--- src/rtl/char_pattern_pkg.sv ---
// Shared definitions for the character pattern decoder: character codes,
// expected high-phase snapshots, FSM encoding and the reference-line index.
package char_pattern_pkg;

    localparam logic [1:0] CHAR_A = 2'b00;
    localparam logic [1:0] CHAR_J = 2'b01;
    localparam logic [1:0] CHAR_N = 2'b10;
    localparam logic [1:0] CHAR_X = 2'b11;

    localparam logic [15:0] PAT_A = 16'h9F8F;
    localparam logic [15:0] PAT_J = 16'h6998;
    localparam logic [15:0] PAT_N = 16'h9DA9;
    localparam logic [15:0] PAT_X = 16'h9679;

    localparam int REF_BIT = 3;

    typedef enum logic [1:0] {
        ST_IDLE = 2'd0,
        ST_SEEK = 2'd1,
        ST_HIGH = 2'd2,
        ST_LOW  = 2'd3
    } dec_state_e;

    typedef struct packed {
        logic       hit;
        logic [1:0] code;
    } match_t;

    function automatic match_t match_pattern(input logic [15:0] hi);
        match_t m;
        m.hit  = 1'b1;
        m.code = CHAR_A;
        case (hi)
            PAT_A:   m.code = CHAR_A;
            PAT_J:   m.code = CHAR_J;
            PAT_N:   m.code = CHAR_N;
            PAT_X:   m.code = CHAR_X;
            default: m.hit  = 1'b0;
        endcase
        return m;
    endfunction

endpackage

--- src/rtl/digit_sync_edge.sv ---
// Multi-stage synchronizer for the digit bus plus rise/fall detection on the
// reference line. Data flops are deliberately unreset so a reset never fakes an edge.
module digit_sync_edge
    import char_pattern_pkg::*;
#(
    parameter int SYNC_STAGES = 2,
    parameter int WIDTH       = 16,
    parameter int REF_IDX     = REF_BIT
) (
    input  logic             clk,
    input  logic [WIDTH-1:0] digit_i,
    output logic [WIDTH-1:0] bus_o,
    output logic             rise_o,
    output logic             fall_o
);

    logic [WIDTH-1:0] sync_q [SYNC_STAGES];
    logic             ref_d_q;

    always_ff @(posedge clk) begin
        sync_q[0] <= digit_i;
        for (int i = 1; i < SYNC_STAGES; i++) begin
            sync_q[i] <= sync_q[i-1];
        end
        ref_d_q <= sync_q[SYNC_STAGES-1][REF_IDX];
    end

    assign bus_o  = sync_q[SYNC_STAGES-1];
    assign rise_o = bus_o[REF_IDX] & ~ref_d_q;
    assign fall_o = ~bus_o[REF_IDX] & ref_d_q;

endmodule

--- src/rtl/char_pattern_decoder.sv ---
// Decodes the 16-line spike-pattern bus into A/J/N/X tokens with a ready/valid
// handshake. Optional ref-period measurement is enabled by CHAR_DEC_PERIOD_MEAS_EN.
module char_pattern_decoder
    import char_pattern_pkg::*;
#(
    parameter int STABLE_PERIODS = 4,
    parameter int TIMEOUT_CYCLES = 1048576,
    parameter int SYNC_STAGES    = 2
) (
    input  logic        clk,
    input  logic        rst_n,
    input  logic        enable,
    input  logic [15:0] digit_in,
    output logic        char_valid,
    input  logic        char_ready,
    output logic [1:0]  char_code,
    output logic        char_err,
    output logic        overrun,
    output logic        lock,
    output logic [31:0] period_cycles
);

    localparam logic [3:0]  STABLE_TGT = 4'(STABLE_PERIODS);
    localparam logic [31:0] TO_LAST    = 32'(TIMEOUT_CYCLES - 1);

    logic [15:0] bus_s;
    logic        rise, fall;

    digit_sync_edge #(
        .SYNC_STAGES (SYNC_STAGES),
        .WIDTH       (16),
        .REF_IDX     (REF_BIT)
    ) u_sync (
        .clk     (clk),
        .digit_i (digit_in),
        .bus_o   (bus_s),
        .rise_o  (rise),
        .fall_o  (fall)
    );

    dec_state_e  state_q, state_d;
    logic [15:0] hi_q, hi_d;
    logic        hi_cap_q, hi_cap_d;
    logic [3:0]  cnt_q, cnt_d;
    logic [1:0]  prev_q, prev_d;
    logic [31:0] to_cnt_q, to_cnt_d;
    logic        lock_q, lock_d;
    logic        err_q, err_d;
    logic        valid_q, valid_d;
    logic [1:0]  code_q, code_d;
    logic        ovr_q, ovr_d;
    logic        timeout, emit, new_run, per_ok;
    match_t      m;

    assign m       = match_pattern(hi_q);
    assign per_ok  = m.hit && (bus_s == ~hi_q);
    // A zero count doubles as "no previous code", so any valid period starts a run.
    assign new_run = (cnt_q == 4'd0) || (m.code != prev_q);
    assign timeout = (state_q != ST_IDLE) && !rise && !fall && (to_cnt_q == TO_LAST);

    always_comb begin
        state_d  = state_q;
        hi_d     = hi_q;
        hi_cap_d = 1'b0;
        cnt_d    = cnt_q;
        prev_d   = prev_q;
        lock_d   = lock_q;
        err_d    = 1'b0;
        emit     = 1'b0;
        to_cnt_d = (rise || fall) ? 32'd0 : to_cnt_q + 32'd1;

        if (!enable) begin
            state_d  = ST_IDLE;
            lock_d   = 1'b0;
            cnt_d    = 4'd0;
            to_cnt_d = 32'd0;
        end else if (timeout) begin
            state_d  = ST_SEEK;
            lock_d   = 1'b0;
            cnt_d    = 4'd0;
            err_d    = 1'b1;
            to_cnt_d = 32'd0;
        end else begin
            case (state_q)
                ST_IDLE: begin
                    state_d  = ST_SEEK;
                    to_cnt_d = 32'd0;
                end
                ST_SEEK: begin
                    if (rise) begin
                        state_d  = ST_HIGH;
                        hi_cap_d = 1'b1;
                    end
                end
                ST_HIGH: begin
                    if (hi_cap_q) hi_d = bus_s;
                    if (fall) state_d = ST_LOW;
                end
                ST_LOW: begin
                    state_d = ST_SEEK;
                    if (per_ok) begin
                        lock_d = 1'b1;
                        if (new_run) begin
                            prev_d = m.code;
                            cnt_d  = 4'd1;
                        end else if (cnt_q != 4'd15) begin
                            cnt_d = cnt_q + 4'd1;
                        end
                        emit = (cnt_d == STABLE_TGT) && (new_run || (cnt_d != cnt_q));
                    end else begin
                        err_d  = 1'b1;
                        cnt_d  = 4'd0;
                        prev_d = CHAR_A;
                    end
                end
                default: state_d = ST_IDLE;
            endcase
        end
    end

    // A decision arriving while the host stalls is dropped and flagged.
    always_comb begin
        valid_d = valid_q & ~char_ready;
        code_d  = code_q;
        ovr_d   = ovr_q;
        if (emit) begin
            if (valid_q && !char_ready) begin
                ovr_d = 1'b1;
            end else begin
                valid_d = 1'b1;
                code_d  = m.code;
            end
        end
    end

    always_ff @(posedge clk) begin
        if (!rst_n) begin
            state_q  <= ST_IDLE;
            hi_cap_q <= 1'b0;
            cnt_q    <= 4'd0;
            prev_q   <= CHAR_A;
            to_cnt_q <= 32'd0;
            lock_q   <= 1'b0;
            err_q    <= 1'b0;
            valid_q  <= 1'b0;
            code_q   <= CHAR_A;
            ovr_q    <= 1'b0;
        end else begin
            state_q  <= state_d;
            hi_cap_q <= hi_cap_d;
            cnt_q    <= cnt_d;
            prev_q   <= prev_d;
            to_cnt_q <= to_cnt_d;
            lock_q   <= lock_d;
            err_q    <= err_d;
            valid_q  <= valid_d;
            code_q   <= code_d;
            ovr_q    <= ovr_d;
        end
    end

    always_ff @(posedge clk) begin
        hi_q <= hi_d;
    end

`ifdef CHAR_DEC_PERIOD_MEAS_EN
    logic [31:0] per_cnt_q, per_q;

    // lock implies a rise has restarted per_cnt_q since the last timeout or idle.
    always_ff @(posedge clk) begin
        if (!rst_n) begin
            per_cnt_q <= 32'd0;
            per_q     <= 32'd0;
        end else begin
            if (rise) begin
                per_cnt_q <= 32'd1;
            end else if (per_cnt_q != 32'hFFFF_FFFF) begin
                per_cnt_q <= per_cnt_q + 32'd1;
            end
            if (enable && timeout) begin
                per_q <= 32'd0;
            end else if (enable && rise && lock_q) begin
                per_q <= per_cnt_q;
            end
        end
    end

    assign period_cycles = per_q;
`else
    assign period_cycles = 32'd0;
`endif

    assign char_valid = valid_q;
    assign char_code  = code_q;
    assign char_err   = err_q;
    assign overrun    = ovr_q;
    assign lock       = lock_q;

endmodule

--- config.mk ---
export PLATFORM = sky130hd
export DESIGN_NAME = char_pattern_decoder
export DESIGN_NICKNAME = d
export VERILOG_FILES = /design/src/rtl/char_pattern_pkg.sv /design/src/rtl/digit_sync_edge.sv /design/src/rtl/char_pattern_decoder.sv
export SDC_FILE = /design/constraint.sdc
export NUM_CORES = 1
export LEC_CHECK = 0
export CAP_MARGIN = 20
export CORE_MARGIN = 3
export CORE_UTILIZATION = 49
export DETAILED_ROUTE_END_ITERATION = 16
export PLACE_DENSITY_LB_ADDON = 0.3
export RECOVER_POWER = 100
export SYNTH_ARGS = -nofsm -noshare
export SYNTH_HDL_FRONTEND = slang
export SYNTH_SLANG_ARGS = --single-unit
--- constraint.sdc ---
create_clock -name clk -period 2.4 [get_ports clk]
set_input_delay 0.24 -clock clk [delete_from_list [all_inputs] [get_ports clk]]
set_output_delay 0.24 -clock clk [all_outputs]
set_load 0.03 [all_outputs]
# After elaboration in Yosys (flattened, before gate mapping)

Memory sizes are Yosys's and may differ from the RTL's.
Index checks and enable logic that the tools add are counted.

Bits in registers: 64
Memory bits (writable): 32
Bits of input ports: 20
Output and inout bits: 38
Memories: 1

Memories:

| name          | words | width | rd ports | clocked after memory_dff | wr ports | RTL line              | text |
|---|---|---|---|---|---|---|---|
| u_sync.sync_q | 2     | 16    | 2        | 0                        | 2        | digit_sync_edge.sv:17 | `logic [WIDTH-1:0] sync_q [SYNC_STAGES];` |

Add/sub/neg operators: 2
Eq/ne operators: 18
Mux-type cells: 25
Bitwise gates (word level): 12
Reductions and logical operators: 28

Operators with widths:

| operator              | count |
|---|---|
| $eq 16x16->1 const B  | 3 |
| $add 32x1->32 const B | 1 |
| $eq 32x20->1 const B  | 1 |
| $mux 4                | 7 |
| $eq 16x15->1 const B  | 1 |
| $eq 16x16->1          | 1 |
| $not 16->16           | 1 |
| $mux 1                | 12 |
| $pmux 2 s3            | 2 |
| $reduce_and 2->1      | 6 |
| $mux 2                | 4 |
| $not 1->1             | 8 |
| $reduce_and 4->1      | 2 |
| $reduce_or 4->1       | 2 |
| $logic_and 1x1->1     | 6 |
| $ne 2x2->1 const B    | 3 |
| $ne 3x3->1 const B    | 2 |
| $reduce_or 5->1       | 1 |
| $add 4x1->4 const B   | 1 |
| $eq 2x2->1 const B    | 2 |
| $eq 4x3->1 const B    | 1 |
| $logic_not 4->1       | 1 |
| $ne 4x4->1            | 1 |
| $ne 4x4->1 const B    | 1 |
| other kinds (9)       | 15 |

# Longest topological paths before layout

Word-level depth: 17
Depth in mapped cells: 10

# By module

From an unflattened synthesis, not the netlist that was laid out.

Cell total of the unflattened synthesis: 412
Area total of the unflattened synthesis: 4186.5 um^2

By module, submodules not included:

| module               | times used | cells each | area each (um^2) | sequential area each (um^2) |
|---|---|---|---|---|
| char_pattern_decoder | 1          | 361        | 3390.8           | 1421.4 |
| digit_sync_edge      | 1          | 51         | 795.8            | 660.6 |

# Least setup slack after synthesis

No wires, ideal clock.

Kind: reg-to-reg
From: register hi_q[5]
To: register code_q[1], in the netlist char_code[1]
Arrival time: 2.304 ns
Slack: -0.018 ns
Cell stages (with the launch flop): 8
Buffers on the path: 0
Clock period less this slack: 2.418 ns
Path through: edfxtp_1 > or4_4 > or3_1 > a21oi_2 > o21ai_2 > nor4_2 > a21boi_1 > o21a_1

Word-level cells in the longest chain between the ends: 17
Elaborated cells on any way between the ends: 26
Those cells by class: 8 x eq/ne; 11 x mux; 1 x bitwise; 6 x reduce/logical

RTL lines:

| what                                                | RTL line                    | text |
|---|---|---|
| start: declaration                                  | char_pattern_decoder.sv:42  | `logic [15:0] hi_q, hi_d;` |
| start signal: assignment                            | char_pattern_decoder.sv:163 | `hi_q <= hi_d;` |
| $eq 16x16->1 / $eq 16x15->1 (equally long branches) | char_pattern_pkg.sv:33      | `case (hi)` |
| $pmux 2 s3                                          | char_pattern_pkg.sv:33      |  |
| $ne 2x2->1                                          | char_pattern_decoder.sv:58  | `assign new_run = (cnt_q == 4'd0) \|\| (m.code != prev_q);` |
| $logic_or 1x1->1                                    | char_pattern_decoder.sv:58  |  |
| $mux 4                                              | char_pattern_decoder.sv:103 | `if (new_run) begin` |
| $mux 4                                              | char_pattern_decoder.sv:101 | `if (per_ok) begin` |
| $mux 4                                              | char_pattern_decoder.sv:84  | `case (state_q)` |
| $mux 4                                              | char_pattern_decoder.sv:77  | `end else if (timeout) begin` |
| $mux 4                                              | char_pattern_decoder.sv:72  | `if (!enable) begin` |
| $ne 4x4->1                                          | char_pattern_decoder.sv:109 | `emit = (cnt_d == STABLE_TGT) && (new_run \|\| (cnt_d != cnt_q));` |
| $logic_or 1x1->1                                    | char_pattern_decoder.sv:109 |  |
| $logic_and 1x1->1                                   | char_pattern_decoder.sv:109 |  |
| $mux 1                                              | char_pattern_decoder.sv:101 |  |
| $mux 1                                              | char_pattern_decoder.sv:84  |  |
| $mux 1                                              | char_pattern_decoder.sv:77  |  |
| $mux 1                                              | char_pattern_decoder.sv:72  |  |
| $reduce_and 2->1 (no source line)                   | -                           |  |
| end signal: assignment                              | char_pattern_decoder.sv:157 | `code_q <= code_d;` |
| end: declaration                                    | char_pattern_decoder.sv:50  | `logic [1:0] code_q, code_d;` |

Parallel ways exist; a longest one is shown, timed or not. The select of a mux whose other input is x is not followed.
A chain may end at the register's enable or synchronous reset.

# Final worst setup path

From: register hi_q[2]
To: register code_q[1], in the netlist char_code[1]

The elaborated chain is that of the path after synthesis.

==> impl_results.md <==
- Crit path largest cell delay: just over 0.5 ns
- Initial antenna violation count: 0
- Via/cell ratio: 5.063
- Avg Cell Area, Syn: 10.25 sq um
- Port bufs: 25
- H-tree levels: 3
- Die Span Y: 96.80 microns
- Router iterations before antenna repair: 4
- Pwr dens: 595.6 nW/um^2
- Clock Skew: 0.01122 ns
- Synthesis Warnings: 0
- CTS buffer count: 9
- Seq/Total Area, Yosys: 0.5153
- Fmax: 411.1 MHz
- Fin nets: 477
- Slowest-stage cell, CP: edfxtp_1
- Worst setup margin: -0.03231 ns
- Crit path max-delay family: simple AND/OR/NAND/NOR gates
- First-pass GRT wire length: 11790 microns
- Layout cell share with drive strength beyond 1: 0.1280
- Starting density of the core: 0.5148
- N_diodes: 0
- Final GP Congestion: 0.8225
- DR WL/cell: approximately 13 microns
- Inst Count DP: 532
- Final slew viol count: 0
- Failing checks: negative setup slack
- DRT iter0 DRCs: 182
- Design area: 4773 sq um
- Die area: 9370 sq um
- Fin util: 0.6083
- Worst slew pin tran: 0.7388 ns
- Max Cap Viol: 0
- WL final: ~7100 microns
- Clk slew on worst S/H paths: around 0.11 ns
- Post-synthesis cell type count: ~50
- ANT nets after route: 0
- CP required: 2.67 ns
- Critical path buffers and inverters: 1
- Dpl cell area: between 4000 and 5000 sq um
- Ports: 58
- GRT overflow: 0
- Outcome: finished with violations
- Clock Path Buffers: 2
- Synth Cell Area: approximately 4000 sq um
- Leakage: approximately 1.8 nW
- Final min period: between 2 and 2.5 ns
- Final worst path period share: 1.013
- Fin. Hold Viols: 0
- TritonCTS clock tree: built
- Vias in the first global route: approximately 2600
- Crit start category: flip-flop
- Kind of critical path: reg2reg
- Root Driver: clkbuf_8
- CTS Hold Buffers Added: 0
- Slew HR: 0.5064
- DR DRC count: 0
- Critical path capture point type: flip-flop
- CP max FO: 5
- Worst path cell trace: nor4bb_2 > nand4_1 > a211oi_1 > buf_4 > a31oi_4 > nor4_4 > a21boi_1 > o21a_1
- Cell count after synthesis: 394
- Die X: 96.80 microns
- Asr flop ratio synth: 0
- Synthesis-stage register bit count: 96
- Setup violators final: 2
- RSZ-0062 raised after global routing: true
- DP Wirelength: 4923 microns
- Worst-skew pair later-pin latency: 0.36 ns
- Hold_ws: 0.3322 ns
- Vias: 2810
- Setup tns final: -0.04891 ns
- Post-Place Worst Slack: -0.04813 ns
- Rows: 32
- CP arrival: 2.70 ns
- Non-Filler Instances: 555
- Core Region: slightly below 8000 sq um
- Sink Count: 96
- Total power: about 2.8 mW
- Pin count of the biggest net entering global routing: 33
- Worst hold path type: reg2reg
- Ys flop type: dfxtp_1
- Area Overhead vs Synth: 18.15%
- Number of synthesized flops with an enable pin: 16
- GRT Util Overall: 0.1504
- Worst VDD drop: between 0.0005 and 0.0006 V
-- report_power, final --
group	total [mW]	internal, mW	switching (mW)
combinational	0.138	0.0413	0.0965
clock	1.02	0.410	0.613
sequential	1.68	1.67	0.0164
total	2.84	2.12	0.726
-- Yosys cell counts (2+ instances only) --
library cell / number / area [sq um]
or3_1: 5 / 31.28
ha_1: 9 / 112.6
a211oi_1: 2 / 15.01
xnor2_1: 15 / 131.4
mux2i_1: 2 / 20.02
nand4b_1: 2 / 17.52
and4_1: 7 / 61.31
edfxtp_1: 16 / 480.5
nand3_1: 17 / 85.08
inv_1: 17 / 63.81
nand4bb_1: 2 / 22.52
and3_1: 5 / 31.28
a21oi_1: 11 / 55.05
clkbuf_1: 6 / 22.52
nor4bb_1: 2 / 20.02
a31oi_1: 2 / 12.51
buf_4: 32 / 240.2
and4b_1: 3 / 30.03
nor2_1: 42 / 157.7
nor3_1: 7 / 35.03
a21boi_1: 3 / 22.52
nor2b_1: 7 / 43.79
xor2_1: 30 / 262.8
dfxtp_1: 80 / 1602
nand2b_1: 2 / 12.51
o21ai_0: 6 / 30.03
o21a_1: 3 / 22.52
nor3b_1: 3 / 22.52
nand2_1: 16 / 60.06
nand4_1: 18 / 112.6
nor4_1: 4 / 25.02
-- kinds of logic (layout without fill, tap and decap cells) --
family / Yosys count / in the layout / synth area share
AND/OR/NAND/NOR: 150 / 150 / 0.2124
flip-flops: 96 / 96 / 0.5153
other: 1 / 32 / 0.0009282
multiplexers: 2 / 2 / 0.004955
AO/OA/AOI/OAI: 35 / 35 / 0.05884
buffers and inverters: 56 / 84 / 0.08207
adder cells (fa/ha/maj): 9 / 9 / 0.02787
XOR/XNOR: 45 / 45 / 0.09755
-- final timing paths --
kind                                                  start                      endpoint  slack [ns]  cells after the start
worst max register to register            hi_q[2]$_DFFE_PP_     char_code[1]$_SDFFE_PN0P_       -0.03                      8
worst min register to register  u_sync.sync_q[0][5]$_DFF_P_  u_sync.sync_q[0][21]$_DFF_P_        0.33                      0
worst max-delay path                      hi_q[2]$_DFFE_PP_     char_code[1]$_SDFFE_PN0P_       -0.03                      8
worst min-delay path            u_sync.sync_q[0][5]$_DFF_P_  u_sync.sync_q[0][21]$_DFF_P_        0.33                      0
-- timing repair --
item                       CTS  global route
setup endpoints to repair    4             5
resized for setup            3            11
pin swaps                    3            11
setup buffers                0             7
-- state kept, by name, summed over array words and instances, names as in the netlist --
name            flops
to_cnt_q           32
u_sync.sync_q      32
hi_q               16
cnt_q               4
char_code           2
prev_q              2
state_q             2
char_err            1
char_valid          1
hi_cap_q            1
lock                1
overrun             1
u_sync.ref_d_q      1
-- layout make-up --
cell class / count / area (sq um)
Sequential cell: 96 / 2082
Fill cell: 648 / 3074
Multi-Input combinational cell: 273 / 1844
Tap cell: 102 / 127.6
Clock inverter: 7 / 68.82
Timing Repair Buffer: 51 / 462.9
Clock buffer: 9 / 123.9
Inverter: 17 / 63.81
-- cell usage in the layout, fill, tap and decap left out, types with 4 or more instances in the layout --
cell,netlist,final
dfxtp_1,80,80
nor2_1,42,42
conb_1,1,32
xor2_1,30,30
dlygate4sd3_1,0,22
buf_4,32,22
nand4_1,18,18
inv_1,17,17
nand3_1,17,17
nand2_1,16,16
edfxtp_1,16,16
xnor2_1,15,14
a21oi_1,11,10
ha_1,9,9
clkbuf_8,0,9
and4_1,7,7
nor3_1,7,7
nor2b_1,7,7
o21ai_0,6,6
and3_1,5,5
or3_1,5,4
-- per-layer routing --
metal,track usage,wire length (microns),vias to the layer above
li1,-,-,1413
met1,0.1951,3272,1323
met2,0.2415,3400,61
met3,0.02740,292,13
met4,0.07343,147,0
met5,0,0,-
Power figures use the tool's default switching activity.
